`src/rtl/uart_rx_frame.sv`:
```
// uart_rx_frame: 8-bit asynchronous serial receiver, 16x oversampled with a 2-of-3 mid-bit vote.
// Define UART_RX_PARITY_EN to expect an even-parity bit between the data bits and the stop bit.
module uart_rx_frame #(
  parameter int unsigned PrSv_ClkFreq_c = 100000000,
  parameter int unsigned PrSv_Baud_c    = 115200,
  parameter int unsigned PrSv_Div_c     = PrSv_ClkFreq_c / (PrSv_Baud_c * 16)
) (
  input  logic       CpSl_Clk_i,
  input  logic       CpSl_Rst_iN,
  input  logic       CpSl_RxData_i,
  output logic [7:0] CpSv_RxByte_o,
  output logic       CpSl_RxVld_o,
  output logic       CpSl_FrmErr_o,
  output logic       CpSl_PrtErr_o,
  output logic       CpSl_Busy_o
);

  localparam int unsigned DivW = $clog2(PrSv_Div_c);

  localparam logic [2:0] IDLE   = 3'd0;
  localparam logic [2:0] START  = 3'd1;
  localparam logic [2:0] DATA   = 3'd2;
`ifdef UART_RX_PARITY_EN
  localparam logic [2:0] PARITY = 3'd3;
`endif
  localparam logic [2:0] STOP   = 3'd4;
  localparam logic [2:0] BRK    = 3'd5;

  logic [2:0]      state, state_nxt;
  logic            sync1, sync2, hist;
  logic [1:0]      warm;
  logic [DivW-1:0] tick_cnt;
  logic [3:0]      samp_cnt;
  logic            s7, s8;
  logic [2:0]      bit_idx;
  logic [7:0]      shreg;
  logic [7:0]      rx_byte;
  logic            rx_vld, frm_err, busy;

  logic fall_c, tick_c, mid_c, wrap_c, maj_c;
  logic shift_c, load_c, frm_c;

  // Start edges only count once the synchronizer holds post-reset samples,
  // so a line already low when reset releases is not taken as a start bit.
  assign fall_c = (warm == 2'd3) && hist && !sync2;
  assign tick_c = (tick_cnt == DivW'(PrSv_Div_c - 1));
  assign mid_c  = tick_c && (samp_cnt == 4'd8);
  assign wrap_c = tick_c && (samp_cnt == 4'd15);
  assign maj_c  = (s7 & s8) | (s7 & sync2) | (s8 & sync2);

  // State register
  always_ff @(posedge CpSl_Clk_i or negedge CpSl_Rst_iN) begin
    if (!CpSl_Rst_iN) state <= IDLE;
    else              state <= state_nxt;
  end

  // Next-state and datapath controls
  always_comb begin
    state_nxt = state;
    shift_c   = 1'b0;
    load_c    = 1'b0;
    frm_c     = 1'b0;
    case (state)
      IDLE:  if (fall_c) state_nxt = START;
      START: begin
        if (mid_c && maj_c) state_nxt = IDLE;
        else if (wrap_c)    state_nxt = DATA;
      end
      DATA: begin
        shift_c = mid_c;
`ifdef UART_RX_PARITY_EN
        if (wrap_c && (bit_idx == 3'd7)) state_nxt = PARITY;
`else
        if (wrap_c && (bit_idx == 3'd7)) state_nxt = STOP;
`endif
      end
`ifdef UART_RX_PARITY_EN
      PARITY: if (wrap_c) state_nxt = STOP;
`endif
      STOP: begin
        if (mid_c) begin
          if (maj_c) begin
            load_c    = 1'b1;
            state_nxt = IDLE;
          end else begin
            frm_c     = 1'b1;
            state_nxt = BRK;
          end
        end
      end
      BRK:     if (sync2) state_nxt = IDLE;
      default: state_nxt = IDLE;
    endcase
  end

  // Synchronizer, bit timing and sample capture
  always_ff @(posedge CpSl_Clk_i or negedge CpSl_Rst_iN) begin
    if (!CpSl_Rst_iN) begin
      sync1    <= 1'b1;
      sync2    <= 1'b1;
      hist     <= 1'b1;
      warm     <= 2'd0;
      tick_cnt <= '0;
      samp_cnt <= 4'd0;
      s7       <= 1'b1;
      s8       <= 1'b1;
      bit_idx  <= 3'd0;
      shreg    <= 8'h00;
    end else begin
      sync1 <= CpSl_RxData_i;
      sync2 <= sync1;
      hist  <= sync2;
      if (warm != 2'd3) warm <= warm + 2'd1;
      if (state == IDLE) begin
        tick_cnt <= '0;
        samp_cnt <= 4'd0;
        bit_idx  <= 3'd0;
      end else begin
        tick_cnt <= tick_c ? '0 : tick_cnt + DivW'(1);
        if (tick_c) samp_cnt <= samp_cnt + 4'd1;
        if (tick_c && (samp_cnt == 4'd6)) s7 <= sync2;
        if (tick_c && (samp_cnt == 4'd7)) s8 <= sync2;
        if (wrap_c && (state == DATA)) bit_idx <= bit_idx + 3'd1;
      end
      if (shift_c) shreg <= {maj_c, shreg[7:1]};
    end
  end

  // Registered outputs
  always_ff @(posedge CpSl_Clk_i or negedge CpSl_Rst_iN) begin
    if (!CpSl_Rst_iN) begin
      rx_byte <= 8'h00;
      rx_vld  <= 1'b0;
      frm_err <= 1'b0;
      busy    <= 1'b0;
    end else begin
      if (load_c) rx_byte <= shreg;
      rx_vld  <= load_c;
      frm_err <= frm_c;
      busy    <= (state_nxt != IDLE);
    end
  end

`ifdef UART_RX_PARITY_EN
  logic par_bit, prt_err;

  // Parity bit captured at its own mid-bit; checked with the stop-bit decision
  always_ff @(posedge CpSl_Clk_i or negedge CpSl_Rst_iN) begin
    if (!CpSl_Rst_iN) begin
      par_bit <= 1'b0;
      prt_err <= 1'b0;
    end else begin
      if (mid_c && (state == PARITY)) par_bit <= maj_c;
      prt_err <= load_c && ((^shreg) ^ par_bit);
    end
  end
  assign CpSl_PrtErr_o = prt_err;
`else
  assign CpSl_PrtErr_o = 1'b0;
`endif

  assign CpSv_RxByte_o = rx_byte;
  assign CpSl_RxVld_o  = rx_vld;
  assign CpSl_FrmErr_o = frm_err;
  assign CpSl_Busy_o   = busy;

endmodule

```
`config.mk`:
```
export PLATFORM = sky130hd
export DESIGN_NAME = uart_rx_frame
export DESIGN_NICKNAME = d
export VERILOG_FILES = /design/src/rtl/uart_rx_frame.sv
export SDC_FILE = /design/constraint.sdc
export NUM_CORES = 1
export LEC_CHECK = 0
export BUFFER_PORTS_ARGS = -buffer_cell sky130_fd_sc_hd__clkbuf_2
export CAP_MARGIN = 20
export CORE_ASPECT_RATIO = 0.75
export CORE_MARGIN = 5
export CORE_UTILIZATION = 58
export DETAILED_ROUTE_END_ITERATION = 10
export MAX_ROUTING_LAYER = met4
export PLACE_DENSITY = 0.8
export SLEW_MARGIN = 20
export SYNTH_ARGS = -nofsm -noshare
export SYNTH_HDL_FRONTEND = slang
export SYNTH_SLANG_ARGS = --single-unit
```
`constraint.sdc`:
```
create_clock -name CpSl_Clk_i -period 2.1 [get_ports CpSl_Clk_i]
set_input_delay 0.315 -clock CpSl_Clk_i [delete_from_list [all_inputs] [get_ports CpSl_Clk_i]]
set_output_delay 0.315 -clock CpSl_Clk_i [all_outputs]
set_load 0.03 [all_outputs]
```
==> flow_summary_export.csv, run 1 <==
group,metric,value,unit
worst_setup_path,endpoint,"shreg[4]",
yosys,synth_top_cell_by_area,"dfrtp_1",
sta,tightest_slew,0.538,ns
sta,max_slew_margin,0.638,
clock_tree,h-tree-depth,2,
clock_tree,postCtsSetupBuffers,0,
yosys,synth_warnings,0,
power_and_ir_drop,p_leak,1.06,nW
worst_setup_path,start_kind,"flip-flop",
cells_and_area,regArea,0.00106,mm^2
clock_tree,ctsResizeCount,0,
flow_run,drv_cap,0,
worst_setup_path,path_max_fanout,8,
die,ios,15,
place,dpl.cell_count,206,
cells_and_area,antenna-diode-count,0,
yosys,synth_ff_type,"dfrtp_1",
worst_setup_path,rrSetupSlack,0.26,ns
cells_and_area,nets,184,
worst_setup_path,startpoint,"samp_cnt[0]",
worst_setup_path,critPathKind,"flip-flop to flip-flop",
sta,tns,0,ns
yosys,synth_async_sr_flop_share,1.00,
grt,grt_max_degree,43,
power_and_ir_drop,p_total,0.00191,W
routing,vias,1225,
worst_setup_path,r2r-end,"shreg[4]",
die,die_area,0.00468,mm^2
die,die_h,60.5,um
cells_and_area,drive_above_1_share,0.333,
worst_setup_path,end_kind,"flip-flop",
clock_tree,cts-root-buf,"clkbuf_8",
die,rows,18,
routing,ant_nets,0,
cells_and_area,fillers,246,
yosys,yosysSeqAreaShare,0.536,
clock_tree,clock_path_buffers,2,
yosys,synth_cell_type_count,42,
cells_and_area,synthToLayoutAreaGrowth,11.8,%
sta,setup_viol,0,
die,dieWidth,77.4,um
die,core,0.00329,mm^2
yosys,syn_inst,156,
status,status,"finished, final reports clean",
yosys,syn_area_per_cell,12.6,um^2
power_and_ir_drop,powerDensity,865,mW/mm^2
routing,wl,3.32,mm
hold_path,hold_path.class,"input pin to async pin",
grt,antenna_found_initial,0,
routing,wl_per_cell,15.5,um
grt,grt_pass1_wl,5.75,mm
clock_tree,clk_pin_slew,0.08,ns
grt,grt_use_total,0.163,
yosys,synth_fp_nets,167,
routing,firstDrtPassIters,4,
worst_setup_path,crit_required,2.28,ns
place,place.gp.congestion,0.935,
sta,period_needed,1.84,ns
cells_and_area,finalNonFillerCells,214,
sta,hold_violations,0,
clock_tree,tritoncts,"yes",
sta,clock.fmax,544,MHz
worst_setup_path,r2r-start,"samp_cnt[0]",
routing,drtIter0Drc,34,
clock_tree,clkSinkCount,42,
worst_setup_path,cp.arrival,2.02,ns
yosys,ys_ff_latch,42,
die,floorplan.initialDensity,0.600,
clock_tree,cts_made_buffers,5,
grt,grt_pass1_vias,1280,
yosys,synth_edf_count,0,
cells_and_area,multi_input_area,842,um^2
power_and_ir_drop,vdd_ir_drop_max,0.000741,V
grt,gr-total-overflow,0,
yosys,yosysTopAreaCellShare,0.469,
clock_tree,clock_latency,0.29,ns
sta,post-route-period-util,0.875,
sta,finalClockSkew,0.00561,ns
worst_setup_path,r2r_cells,6,
sta,rsz0062_at_grt,"no",
yosys,syn_area,0.00197,mm^2
sta,drv_slew,0,
yosys,synth_area_leaders,"dfrtp_1 47%, mux2_2 6.8%, dfstp_2 6.7%, mux2_4 6.1%, ha_1 5.1%",
clock_tree,cts_hold_buf,0,
routing,viasPerCell,5.72,
routing,route.detailed.drc,0,
place,io_buffers,13,
place,dp_hpwl,2.36,mm
-- layout by cell type (no fill, tap or decap), drive strengths merged, types with 3 or more instances in the layout --
cell type and n:
dfrtp 37, mux2 20, clkbuf 19, nor2 15, ha 8, inv 7, nand3 6, nand4 5
xnor2 5, a22o 5, dfstp 5, and3 5, xor2 3, a21oi 3, nand2 3, buf 3
-- layout make-up --
class / count / area share
sequential: 42 / 0.479
multi-input combinational: 101 / 0.382
timing repair buffer: 16 / 0.0397
clock buffer: 6 / 0.0374
clock inverter: 2 / 0.0272
tap: 40 / 0.0227
inverter: 7 / 0.0119
-- Yosys cell counts (2+ instances only) --
cell type  number
or2_2           2
ha_1            8
inv_1           6
dfstp_2         5
and3_4          2
nand2_1         3
nand2b_1        2
a21oi_1         3
a22o_1          5
nor3_1          2
mux2_4          8
nand4_1         5
nor4_1          2
nor2_1         15
clkbuf_1        2
nand3_1         5
xnor2_1         5
dfrtp_1        37
xor2_1          3
buf_4           2
and3_2          2
mux2_2         12
-- worst max-delay path: stages, from the launching register on --
cell and delay (ns):
dfrtp_1 0.42, inv_1 0.11, ha_1 0.15, and3b_1 0.21
and3_4 0.23, and3_4 0.29, mux2_4 0.31
-- worst min path at each step --
stage	start	to	slack, ns	cells after the start
2_1_floorplan	CpSl_Rst_iN	CpSl_Busy_o	0.02	0
3_3_place_gp	sync1	sync2	0.35	0
3_5_place_dp	sync1	sync2	0.35	0
4_1_cts	CpSl_Rst_iN	CpSv_RxByte_o[1]	0.09	2
5_1_grt	CpSl_RxData_i	sync1	0.1	1
6_report	CpSl_Rst_iN	state[1]	0.07	2
-- state kept, by name (all words and copies together), names as in the netlist --
name and cells:
CpSl_Busy_o 1, CpSl_FrmErr_o 1, CpSl_RxVld_o 1, CpSv_RxByte_o 8, bit_idx 3, hist 1
s7 1, s8 1, samp_cnt 4, shreg 8, state 3, sync1 1
sync2 1, tick_cnt 6, warm 2
-- report_power, final --
part / internal, W / switching (W) / leakage, nW
clock network: 0.000507 / 0.000271 / 0.0714
logic: 0.0000753 / 0.000117 / 0.447
registers: 0.000864 / 0.0000733 / 0.544
-- metal layers --
metal / track usage / share of wire / wire length [um] / vias up
met3: 0.0475 / 0.054 / 178 / 7
met5: - / 0 / 0 / -
met2: 0.267 / 0.48 / 1590 / 30
met4: 0.0662 / 0.013 / 44 / 0
met1: 0.193 / 0.45 / 1510 / 603
li1: - / - / - / 585
-- cells by family (layout without fill, tap and decap cells) --
family                   count (synthesis)  after routing  share of synthesized area
multiplexers                            20             20                      0.129
other                                    1              1                    0.00190
AO/OA/AOI/OAI                           14             14                     0.0539
AND/OR/NAND/NOR                         49             49                      0.150
buffers and inverters                   13             31                     0.0374
XOR/XNOR                                 8              8                     0.0355
flip-flops                              42             42                      0.536
adder cells (fa/ha/maj)                  9              9                     0.0558
-- stage by stage --
| stage | hold WS (ns) | cell area, um^2 | util | setup slack [ns] |
|---|---|---|---|---|
| after floorplan | 0.0194 | 1970 | - | 0.302 |
| after global placement | 0.346 | 2060 | 0.627 | 0.351 |
| after detailed placement | 0.347 | 2060 | 0.627 | 0.277 |
| after CTS | 0.0943 | 2210 | 0.671 | 0.268 |
| after global routing | 0.0965 | 2210 | 0.671 | 0.165 |
| final | 0.0748 | 2210 | 0.671 | 0.263 |
Note: power is estimated with default switching activity, not from simulation.
==> run 2: changes to the inputs <==
--- a/config.mk
+++ b/config.mk
@@ -5,7 +5,7 @@
 export SDC_FILE = /design/constraint.sdc
 export NUM_CORES = 1
 export LEC_CHECK = 0
-export BUFFER_PORTS_ARGS = -buffer_cell sky130_fd_sc_hd__clkbuf_2
+export BUFFER_PORTS_ARGS = -buffer_cell sky130_fd_sc_hd__buf_2
 export CAP_MARGIN = 20
 export CORE_ASPECT_RATIO = 0.75
 export CORE_MARGIN = 5
@@ -13,6 +13,7 @@
 export DETAILED_ROUTE_END_ITERATION = 10
 export MAX_ROUTING_LAYER = met4
 export PLACE_DENSITY = 0.8
+export SKIP_LAST_GASP = 1
 export SLEW_MARGIN = 20
 export SYNTH_ARGS = -nofsm -noshare
 export SYNTH_HDL_FRONTEND = slang
==> run 2 against run 1 <==
Non-clock buffer count is 1 lower. Clock skew hardly changed. First-iteration DRC count is 88% higher. Highest routed layer unchanged. Maximum frequency is 1.7% higher.
==> flow_summary_export.csv, run 2 (synthesis results as in run 1) <==
group,metric,value,unit
die,core,0.00329,mm^2
worst_setup_path,r2r_cells,6,
worst_setup_path,cp.arrival,1.98,ns
cells_and_area,nets,183,
clock_tree,clkSinkCount,42,
place,place.gp.congestion,0.961,
worst_setup_path,r2r-end,"shreg[4]",
grt,grt_max_degree,43,
die,die_area,0.00468,mm^2
worst_setup_path,cp_common_cell,"and3_4",
clock_tree,h-tree-depth,2,
power_and_ir_drop,vdd_ir_drop_max,0.000452,V
sta,clock.fmax,554,MHz
place,dp_hpwl,2.30,mm
cells_and_area,synthToLayoutAreaGrowth,9.77,%
worst_setup_path,rrSetupSlack,0.29,ns
die,floorplan.initialDensity,0.600,
grt,grt_pass1_wl,5.60,mm
cells_and_area,antenna-diode-count,0,
sta,finalClockSkew,0.00562,ns
hold_path,hold_path.class,"input pin to flip-flop",
clock_tree,tritoncts,"yes",
die,ios,15,
hold_path,hold_depth,1,
routing,wl,3.22,mm
hold_path,worstHoldEndpoint,"sync1",
flow_run,drv_cap,0,
cells_and_area,drive_above_1_share,0.329,
sta,post-route-period-util,0.860,
die,die_h,60.5,um
worst_setup_path,path_max_fanout,8,
sta,period_needed,1.81,ns
routing,wl_per_cell,15.1,um
clock_tree,cts_hold_buf,0,
worst_setup_path,start_kind,"flip-flop",
routing,firstDrtPassIters,4,
routing,ant_nets,0,
clock_tree,postCtsSetupBuffers,0,
grt,grt_pass1_vias,1229,
worst_setup_path,worst_path_largest_cell_delay,0.42,ns
place,placed_area,0.00206,mm^2
routing,vias,1199,
cells_and_area,final_common_cell,"dfrtp_1",
die,rows,18,
cells_and_area,final_cell_mix,"37 x dfrtp_1, 15 x nor2_1, 13 x buf_2",
worst_setup_path,cp_slowest_cell,"dfrtp_1",
grt,gr-total-overflow,0,
clock_tree,cts-root-buf,"clkbuf_8",
hold_path,hold_start,"CpSl_RxData_i",
routing,viasPerCell,5.63,
power_and_ir_drop,powerDensity,790,mW/mm^2
clock_tree,ctsResizeCount,0,
sta,tns,0,ns
cells_and_area,fin_util,0.659,
die,dieWidth,77.4,um
clock_tree,cts_made_buffers,5,
clock_tree,clock_path_buffers,2,
sta,tightest_slew,0.882,ns
sta,max_slew_margin,0.412,
worst_setup_path,critPathKind,"flip-flop to flip-flop",
worst_setup_path,crit_chain,"inv_1 > ha_1 > and3b_1 > and3_4 > and3_4 > mux2_4",
routing,route.detailed.drc,0,
grt,grt_use_total,0.167,
sta,hold_violations,0,
cells_and_area,design_area,0.00217,mm^2
sta,setup_viol,0,
place,io_buffers,13,
routing,drtIter0Drc,64,
clock_tree,clk_pin_slew,0.07,ns
worst_setup_path,end_kind,"flip-flop",
power_and_ir_drop,p_leak,1.05,nW
sta,rsz0062_at_grt,"no",
status,status,"finished, final reports clean",
sta,drv_slew,0,
worst_setup_path,r2r-start,"samp_cnt[0]",
power_and_ir_drop,p_total,0.00171,W
clock_tree,clock_latency,0.29,ns
grt,antenna_found_initial,0,
worst_setup_path,crit_required,2.28,ns
-- run 2: how the worst max path moves through the flow --
stage	slack, ns	endpoint	startpoint	depth (start not counted)
after floorplan	0.30	shreg[0]	tick_cnt[0]	7
after global placement	0.35	shreg[2]	samp_cnt[0]	6
after detailed placement	0.30	shreg[7]	samp_cnt[0]	6
after CTS	0.29	shreg[4]	samp_cnt[0]	6
after global routing	0.14	bit_idx[0]	tick_cnt[1]	6
final	0.29	shreg[4]	samp_cnt[0]	6
-- run 2: final cells by class --
cell class              count  area (um^2)
inverters                   7         26.3
fillers                   245         1120
multi-input cells         101          842
well taps                  40         50.0
repair buffers             15         80.1
flip-flops and latches     42         1060
clock buffers               8          110
-- run 2: worst max-delay path, delay by kind of cell (launching register included) --
kind,cells,cell delay [ns]
flops,1,0.42
mux,1,0.32
fa+ha+maj,1,0.14
simple gates,3,0.72
buf+inv,1,0.10
-- run 2: per-stage QoR --
stage | worst slack, ns | hold slack, ns | std cells
after floorplan | 0.302 | 0.0194 | 156
after CTS | 0.291 | 0.102 | 213
after global placement | 0.352 | 0.346 | 205
final | 0.295 | 0.119 | 213
after global routing | 0.145 | 0.0842 | 213
after detailed placement | 0.305 | 0.347 | 205
-- run 2: where the power goes --
part | internal (W) | total (W) | switching [W] | leakage [nW]
logic | 0.0000731 | 0.000190 | 0.000117 | 0.451
clock network | 0.000332 | 0.000589 | 0.000258 | 0.0575
registers | 0.000865 | 0.000932 | 0.0000673 | 0.544
-- run 2: routing by layer --
layer | track usage | share of wire
met1 | 0.195 | 0.46
met2 | 0.243 | 0.46
met3 | 0.0727 | 0.060
met4 | 0.0907 | 0.022
met5 | - | 0
